<file path="config.mk">
export PLATFORM = sky130hd
export DESIGN_NAME = fifo_cache_ctrl
export DESIGN_NICKNAME = d
export VERILOG_FILES = /design/src/rtl/fifo_cache_pkg.sv /design/src/rtl/rr_arbiter.sv /design/src/rtl/fifo_cache_ctrl.sv
export SDC_FILE = /design/constraint.sdc
export NUM_CORES = 1
export LEC_CHECK = 0
export ABC_AREA = 0
export BUFFER_PORTS_ARGS = -buffer_cell sky130_fd_sc_hd__buf_4
export CELL_PAD_IN_SITES_DETAIL_PLACEMENT = 1
export CELL_PAD_IN_SITES_GLOBAL_PLACEMENT = 1
export CORE_ASPECT_RATIO = 1.75
export CORE_MARGIN = 3
export CORE_UTILIZATION = 41
export DETAILED_ROUTE_END_ITERATION = 16
export MAX_ROUTING_LAYER = met4
export PLACE_DENSITY_LB_ADDON = 0.1
export SETUP_SLACK_MARGIN = 0.1
export SYNTH_ARGS = -nofsm -noshare
export SYNTH_HDL_FRONTEND = slang
export SYNTH_SLANG_ARGS = --single-unit
</file>
<file path="constraint.sdc">
create_clock -name clk -period 5 [get_ports clk]
set_input_delay 0.75 -clock clk [delete_from_list [all_inputs] [get_ports clk]]
set_output_delay 0.75 -clock clk [all_outputs]
set_load 0.05 [all_outputs]
</file>
<file path="src/rtl/fifo_cache_pkg.sv">
// rtl/fifo_cache_pkg.sv - shared types and default geometry for the fifo_cache request controller
package fifo_cache_pkg;

  localparam int DEF_NUM_REQ    = 4;
  localparam int DEF_ADDR_WIDTH = 8;
  localparam int DEF_CACHE_SIZE = 4;
  localparam int RSP_ID_W       = $clog2(DEF_NUM_REQ);

  typedef enum logic [1:0] {
    ST_IDLE,
    ST_ISSUE,
    ST_CAPTURE,
    ST_RESP
  } ctrl_state_t;

  // Response record at the default geometry, field order matches the rsp_* ports
  typedef struct packed {
    logic [RSP_ID_W-1:0]       id;
    logic                      hit;
    logic                      evict_valid;
    logic [DEF_ADDR_WIDTH-1:0] evict_addr;
  } ctrl_rsp_t;

endpackage

</file>
<file path="src/rtl/rr_arbiter.sv">
// rtl/rr_arbiter.sv - round-robin grant starting one past the previous winner
module rr_arbiter #(
  parameter int NUM_REQ = 4,
  localparam int IDW = $clog2(NUM_REQ)
) (
  input  logic [NUM_REQ-1:0] req_i,
  input  logic               en_i,
  input  logic [IDW-1:0]     last_grant_i,
  output logic [NUM_REQ-1:0] grant_o,
  output logic [IDW-1:0]     grant_idx_o
);

  logic           found;
  logic [IDW-1:0] idx;

  always_comb begin
    grant_o     = '0;
    grant_idx_o = '0;
    found       = 1'b0;
    idx         = '0;
    for (int i = 1; i <= NUM_REQ; i++) begin
      idx = IDW'((int'(last_grant_i) + i) % NUM_REQ);
      if (en_i && !found && req_i[idx]) begin
        found        = 1'b1;
        grant_o[idx] = 1'b1;
        grant_idx_o  = idx;
      end
    end
  end

endmodule

</file>
<file path="src/rtl/fifo_cache_ctrl.sv">
// rtl/fifo_cache_ctrl.sv - arbitrates requesters onto a single fifo_cache port and returns tagged responses
module fifo_cache_ctrl
  import fifo_cache_pkg::*;
#(
  parameter int NUM_REQ    = DEF_NUM_REQ,
  parameter int CACHE_SIZE = DEF_CACHE_SIZE,
  parameter int ADDR_WIDTH = DEF_ADDR_WIDTH,
  parameter int CNT_WIDTH  = 16,
  localparam int IDW = $clog2(NUM_REQ)
) (
  input  logic                          clk,
  input  logic                          reset,
  input  logic [NUM_REQ-1:0]            req_valid,
  input  logic [NUM_REQ*ADDR_WIDTH-1:0] req_addr,
  input  logic [NUM_REQ-1:0]            req_write,
  output logic [NUM_REQ-1:0]            req_ready,
  output logic                          rsp_valid,
  input  logic                          rsp_ready,
  output logic [IDW-1:0]                rsp_id,
  output logic                          rsp_hit,
  output logic                          rsp_evict_valid,
  output logic [ADDR_WIDTH-1:0]         rsp_evict_addr,
  output logic [ADDR_WIDTH-1:0]         cache_address,
  output logic                          cache_read_write,
  input  logic                          cache_hit,
  input  logic [ADDR_WIDTH-1:0]         cache_evicted_address,
  output logic [CNT_WIDTH-1:0]          hit_count,
  output logic [CNT_WIDTH-1:0]          miss_count,
  output logic [CNT_WIDTH-1:0]          evict_count
);

  localparam int FW = $clog2(CACHE_SIZE + 1);
  localparam logic [FW-1:0] FILL_FULL = FW'(CACHE_SIZE);

  ctrl_state_t             state_q, state_d;
  logic [IDW-1:0]          last_q, last_d;
  logic [IDW-1:0]          id_q, id_d;
  logic [ADDR_WIDTH-1:0]   addr_q, addr_d;
  logic                    write_q, write_d;
  logic                    hit_q, hit_d;
  logic                    evict_q, evict_d;
  logic [ADDR_WIDTH-1:0]   evict_addr_q, evict_addr_d;
  logic [FW-1:0]           fill_q, fill_d;
  logic [CNT_WIDTH-1:0]    hit_cnt_q, hit_cnt_d;
  logic [CNT_WIDTH-1:0]    miss_cnt_q, miss_cnt_d;
  logic [CNT_WIDTH-1:0]    evict_cnt_q, evict_cnt_d;
  logic [NUM_REQ-1:0]      grant;
  logic [IDW-1:0]          grant_idx;

  rr_arbiter #(.NUM_REQ(NUM_REQ)) u_arb (
    .req_i        (req_valid),
    .en_i         ((state_q == ST_IDLE) && !reset),
    .last_grant_i (last_q),
    .grant_o      (grant),
    .grant_idx_o  (grant_idx)
  );

  always_comb begin
    state_d          = state_q;
    last_d           = last_q;
    id_d             = id_q;
    addr_d           = addr_q;
    write_d          = write_q;
    hit_d            = hit_q;
    evict_d          = evict_q;
    evict_addr_d     = evict_addr_q;
    fill_d           = fill_q;
    hit_cnt_d        = hit_cnt_q;
    miss_cnt_d       = miss_cnt_q;
    evict_cnt_d      = evict_cnt_q;
    cache_read_write = 1'b0;
    case (state_q)
      ST_IDLE: begin
        if (|grant) begin
          addr_d  = req_addr[grant_idx*ADDR_WIDTH +: ADDR_WIDTH];
          write_d = req_write[grant_idx];
          id_d    = grant_idx;
          last_d  = grant_idx;
          state_d = ST_ISSUE;
        end
      end
      ST_ISSUE: begin
        // The cache commits this access on the closing edge, so fill_q tracks its insertion pointer
        cache_read_write = write_q;
        hit_d   = cache_hit;
        evict_d = write_q && !cache_hit && (fill_q == FILL_FULL);
        if (write_q && !cache_hit && (fill_q != FILL_FULL)) fill_d = fill_q + FW'(1);
        if (cache_hit) begin
          if (hit_cnt_q != '1) hit_cnt_d = hit_cnt_q + CNT_WIDTH'(1);
        end else begin
          if (miss_cnt_q != '1) miss_cnt_d = miss_cnt_q + CNT_WIDTH'(1);
        end
        if (evict_d && (evict_cnt_q != '1)) evict_cnt_d = evict_cnt_q + CNT_WIDTH'(1);
        state_d = ST_CAPTURE;
      end
      ST_CAPTURE: begin
        evict_addr_d = evict_q ? cache_evicted_address : '0;
        state_d      = ST_RESP;
      end
      ST_RESP: begin
        if (rsp_ready) state_d = ST_IDLE;
      end
      default: state_d = ST_IDLE;
    endcase
  end

  always_ff @(posedge clk) begin
    if (reset) begin
      state_q      <= ST_IDLE;
      last_q       <= IDW'(NUM_REQ - 1);
      id_q         <= '0;
      addr_q       <= '0;
      write_q      <= 1'b0;
      hit_q        <= 1'b0;
      evict_q      <= 1'b0;
      evict_addr_q <= '0;
      fill_q       <= '0;
      hit_cnt_q    <= '0;
      miss_cnt_q   <= '0;
      evict_cnt_q  <= '0;
    end else begin
      state_q      <= state_d;
      last_q       <= last_d;
      id_q         <= id_d;
      addr_q       <= addr_d;
      write_q      <= write_d;
      hit_q        <= hit_d;
      evict_q      <= evict_d;
      evict_addr_q <= evict_addr_d;
      fill_q       <= fill_d;
      hit_cnt_q    <= hit_cnt_d;
      miss_cnt_q   <= miss_cnt_d;
      evict_cnt_q  <= evict_cnt_d;
    end
  end

  assign req_ready       = grant;
  assign rsp_valid       = (state_q == ST_RESP);
  assign rsp_id          = id_q;
  assign rsp_hit         = hit_q;
  assign rsp_evict_valid = evict_q;
  assign rsp_evict_addr  = evict_addr_q;
  assign cache_address   = addr_q;
  assign hit_count       = hit_cnt_q;
  assign miss_count      = miss_cnt_q;
  assign evict_count     = evict_cnt_q;

endmodule

</file>
# == Yosys cells after proc, flatten, opt, wreduce, memory -nomap -nowiden ==
# Index checks and enable logic that the tools add are counted.
# op_classes
addsub,8
order_cmp,9
eq_ne,10
shift,1
muxes,34
bitwise_logic,4
reduce_logical,29
# ops
operator,n
$add 16x1->16 const B,3
$ne 16x16->1 const B,3
$shiftx 32x6->8,1
$logic_and 1x1->1,16
$mux 4,4
$lt 2x3->1 const B,5
$mux 1,13
$mux 2,6
$or 4x4->4,3
$bmux 1 s2,5
$demux 1 s2,4
$ge 2x1->1 const B,4
$mux 8,1
$pmux 2 s4,1
$reduce_and 2->1,4
$reduce_and 3->1,2
$logic_not 1->1,5
$add 2x1->2 const B,2
$add 2x2->2 const B,2
$eq 2x2->1 const B,2
$ne 2x1->1 const B,2
$reduce_or 4->1,1
$add 3x1->3 const B,1
$eq 3x3->1 const B,1
other kinds (4),4
# totals
register_bits,76
inputBits,52
out_inout_bits,74

# == Logic depth before layout (Yosys ltp) ==
# logic_depth
word_depth,20
depth_mapped,14
mapped_depth_nobuf,9

# == By module ==
# A second synthesis with hierarchy kept.
# unflattened
hier_cells,526
hier_area_um2,4401.7
# by_module_without_submodules
module,n_inst,cells_each,area_per_inst_um2,seq_area_each_um2
fifo_cache_ctrl,1,443,3798.6,1521.5
rr_arbiter,1,83,603.1,0.0

# == Worst setup path before layout ==
# No wires, ideal clock.
# synth_path
kind,register -> output
start,register last_q[1]
end,output port req_ready[1]
t_arrival_ns,2.318
t_required_ns,4.250
path_slack_ns,1.932
path_stages_with_launch,10
n_path_buf,2
path_cell_list,dfxtp_1 -> buf_2 -> inv_1 -> ha_1 -> buf_2 -> mux4_2 -> nand2b_4 -> a21oi_2 -> a21oi_1 -> nand2_1
# synth_between
elab_chain_cells,17
elab_cells_between_ends,52
classes_between,4 x add/sub; 8 x order compare; 23 x mux; 3 x bitwise; 14 x reduce/logical
# synth_rtl
item,line,source
from (decl),fifo_cache_ctrl.sv:36,"logic [IDW-1:0] last_q, last_d;"
from (signal assigned),fifo_cache_ctrl.sv:110,last_q <= IDW'(NUM_REQ - 1);
from (signal assigned),fifo_cache_ctrl.sv:123,last_q <= last_d;
"parallel branches: the longest is 16 deep, another holds $lt 2x3->1",n/a,
$mux 4 *,rr_arbiter.sv:23,if (en_i && !found && req_i[idx]) begin
to (decl),fifo_cache_ctrl.sv:16,"output logic [NUM_REQ-1:0] req_ready,"
# Every way passes the cells marked *. The select of a mux whose other input is x is not followed.

# == Worst setup path in the final report ==
# layout_path
start,register last_q[0]
end,output port req_ready[2]
# The elaborated chain is that of the path after synthesis.

==> results.sh <==
export IMPL_status="completed"
export IMPL_drt_iter0_markers=162
export IMPL_async_flop_share=0
export IMPL_hold_buffers=0
export IMPL_fp_dieH_um=141
export IMPL_post_cts_resized=0
export IMPL_ir_drop_v=0.000256
export IMPL_skew_ns=0.00848
export IMPL_maxCapViolCount=0
export IMPL_yosysWarningCount=0
export IMPL_final_net_count=682
export IMPL_die_area_sq_um=11800
export IMPL_power_total_uw=2560
export IMPL_hold_viol=0
export IMPL_numCtsBuffers=9
export IMPL_synth_area_sq_um=4300
export IMPL_synth_edf_count=0
export IMPL_clock_sinks=76
export IMPL_p_leak_uw=0.00239
export IMPL_seqCellArea_sq_um=1520
export IMPL_rows=48
export IMPL_io_pins=126
export IMPL_relSlewSlack=0.382
export IMPL_cts_tree="yes"
export IMPL_setup_worst_path_end_class="output pin"
export IMPL_finalSetupViolations=0
export IMPL_syn_to_final_growth_pct=29.1
export IMPL_post_drt_wl_per_cell_um=16.7
export IMPL_cts_root_buf="clkbuf_16"
export IMPL_cp_data_required_time_ns=4.25
export IMPL_cts_htree_levels=3
export IMPL_multi_input_area_sq_um=2530
export IMPL_synth_flop_cell="dfxtp_1"
export IMPL_synth_seq_cells=76
export IMPL_synth_common_cells="dfxtp_1, nor2_1, nand2_1"
export IMPL_synth_top_cell_area_share=0.354
export IMPL_path_clk_slew_ns=0.06
export IMPL_core_sq_um=10000
export IMPL_drc=0
export IMPL_postPlaceCellArea_sq_um=5260
export IMPL_rsz0062_at_grt="no"
export IMPL_synth_distinct_cells=52
export IMPL_period_needed_ns=3.83
export IMPL_fin_crit_sh=0.767
export IMPL_drive_gt1_frac=0.274
export IMPL_hold_ws_ns=0.461
export IMPL_tns_ns=0
export IMPL_worstSetupPathType="register to output pin"
export IMPL_tightest_slew_ns=0.927
export IMPL_clockBufferDepth=2
export IMPL_cp_arrival_ns=3.08
export IMPL_avgSynthCellArea_sq_um=8.68
export IMPL_cp_start_kind="register"
export IMPL_start_util=0.428
export IMPL_power_density_nw_per_um2=461
export IMPL_finalWirelength_um=12400
export IMPL_rrSetupSlack_ns=1.37
export IMPL_clock_fmax_ghz=0.261
export IMPL_ys_seq_area_frac=0.354
export IMPL_grt_pass1_wl_um=20600
export IMPL_synthTopCellsByArea="dfxtp_1, ha_1, nor2_1, a21oi_1, xnor2_1"
export IMPL_synth_largest_area_cell="dfxtp_1"
export IMPL_fill_cells=1211
export IMPL_syn_inst=495
export IMPL_synth_most_common_cell="dfxtp_1"
export IMPL_clock_latency_ns=0.33
export IMPL_viasPerCell=5.45
export IMPL_cts_setup_buffers=0
export IMPL_grt_overflow=0
export IMPL_vias=4046
export IMPL_grt_antenna_before_repair=0
export IMPL_io_buffers=125
export IMPL_synth_nets=565
export IMPL_final_area_sq_um=5550
export IMPL_slew_viol_final=0
export IMPL_dp_hpwl_um=9370
export IMPL_grt_start_max_net_pins=77
export IMPL_fp_dieW_um=83.4
export IMPL_drt_pass1_iterations=4
export IMPL_insertedDiodeCount=0
export IMPL_grt_pass1_vias=4211
export IMPL_place_congestion=0.782
export IMPL_grt_total_usage=0.218
export IMPL_hold_path_class="register to register"
export IMPL_antenna_left=0
export IMPL_critical_path_max_fanout=15
-- power by group --
group          total [uW]  internal, uW  switching, uW
registers             748           667           80.8
clock network         620           364            256
logic                1190           449            739
-- per-layer routing --
layer / vias up / global-route usage / share of wire
met5: - / - / 0
met4: 0 / 0.0663 / 0.019
met3: 15 / 0.0506 / 0.046
met2: 93 / 0.396 / 0.54
met1: 1964 / 0.234 / 0.39
li1: 1974 / - / -
-- worst max-delay path: stages (launching register included) --
cell and delay [ns]:
dfxtp_1 0.72, inv_1 0.23, ha_1 0.51, mux4_2 0.39, nand2b_4 0.17, a21oi_2 0.27
a21oi_1 0.18, nand2_1 0.09, buf_4 0.19
-- kinds of logic after synthesis --
family | synth area share
compound gates | 0.150
xor+xnor | 0.0693
fa+ha+maj | 0.0524
buf+inv | 0.0577
flops | 0.354
mux | 0.0687
simple gates | 0.248
-- path summary, 6_finish.rpt --
check / endpoint / from / depth (start not counted)
worst min-delay path: cache_address[7]$_SDFFE_PP0P_ / cache_address[7]$_SDFFE_PP0P_ / 2
worst max-delay path: req_ready[2] / last_q[0]$_SDFFE_PP1P_ / 8
worst max register to register: cache_address[3]$_SDFFE_PP0P_ / last_q[0]$_SDFFE_PP1P_ / 8
worst min register to register: cache_address[7]$_SDFFE_PP0P_ / cache_address[7]$_SDFFE_PP0P_ / 2
-- cell type report --
class                   instances  area share
multi-input cells             370       0.455
flip-flops and latches         76       0.274
repair buffers                126       0.171
clock buffers                  11      0.0456
well taps                     125      0.0282
inverters                      29      0.0196
clock inverters                 5     0.00632
-- sequential cells by signal (all words and copies together), names as in the netlist --
signal	cells
evict_count	16
hit_count	16
miss_count	16
cache_address	8
rsp_evict_addr	8
fill_q	3
last_q	2
rsp_id	2
state_q	2
rsp_evict_valid	1
rsp_hit	1
write_q	1
-- layout by cell type, fill, tap and decap left out, types with 9 or more instances in the layout --
cell and count:
o21ai_0 14, xor2_1 16, xnor2_1 18, o211ai_1 18
nand3_1 28, dfxtp_1 76, and4_1 10, a21oi_1 39
nor2b_1 9, nand2_1 40, ha_1 18, or3_1 13
nand4_1 11, nor2_1 60, inv_1 29, mux2_4 9
clkbuf_16 9, buf_4 126
-- metrics by stage --
stage	setup WS (ns)	util	instances
2_1_floorplan	1.93	-	495
3_3_place_gp	1.61	0.524	726
3_5_place_dp	1.40	0.524	726
4_1_cts	1.18	0.553	742
5_1_grt	0.822	0.553	742
6_report	1.17	0.553	742
Power figures use the tool's default switching activity.
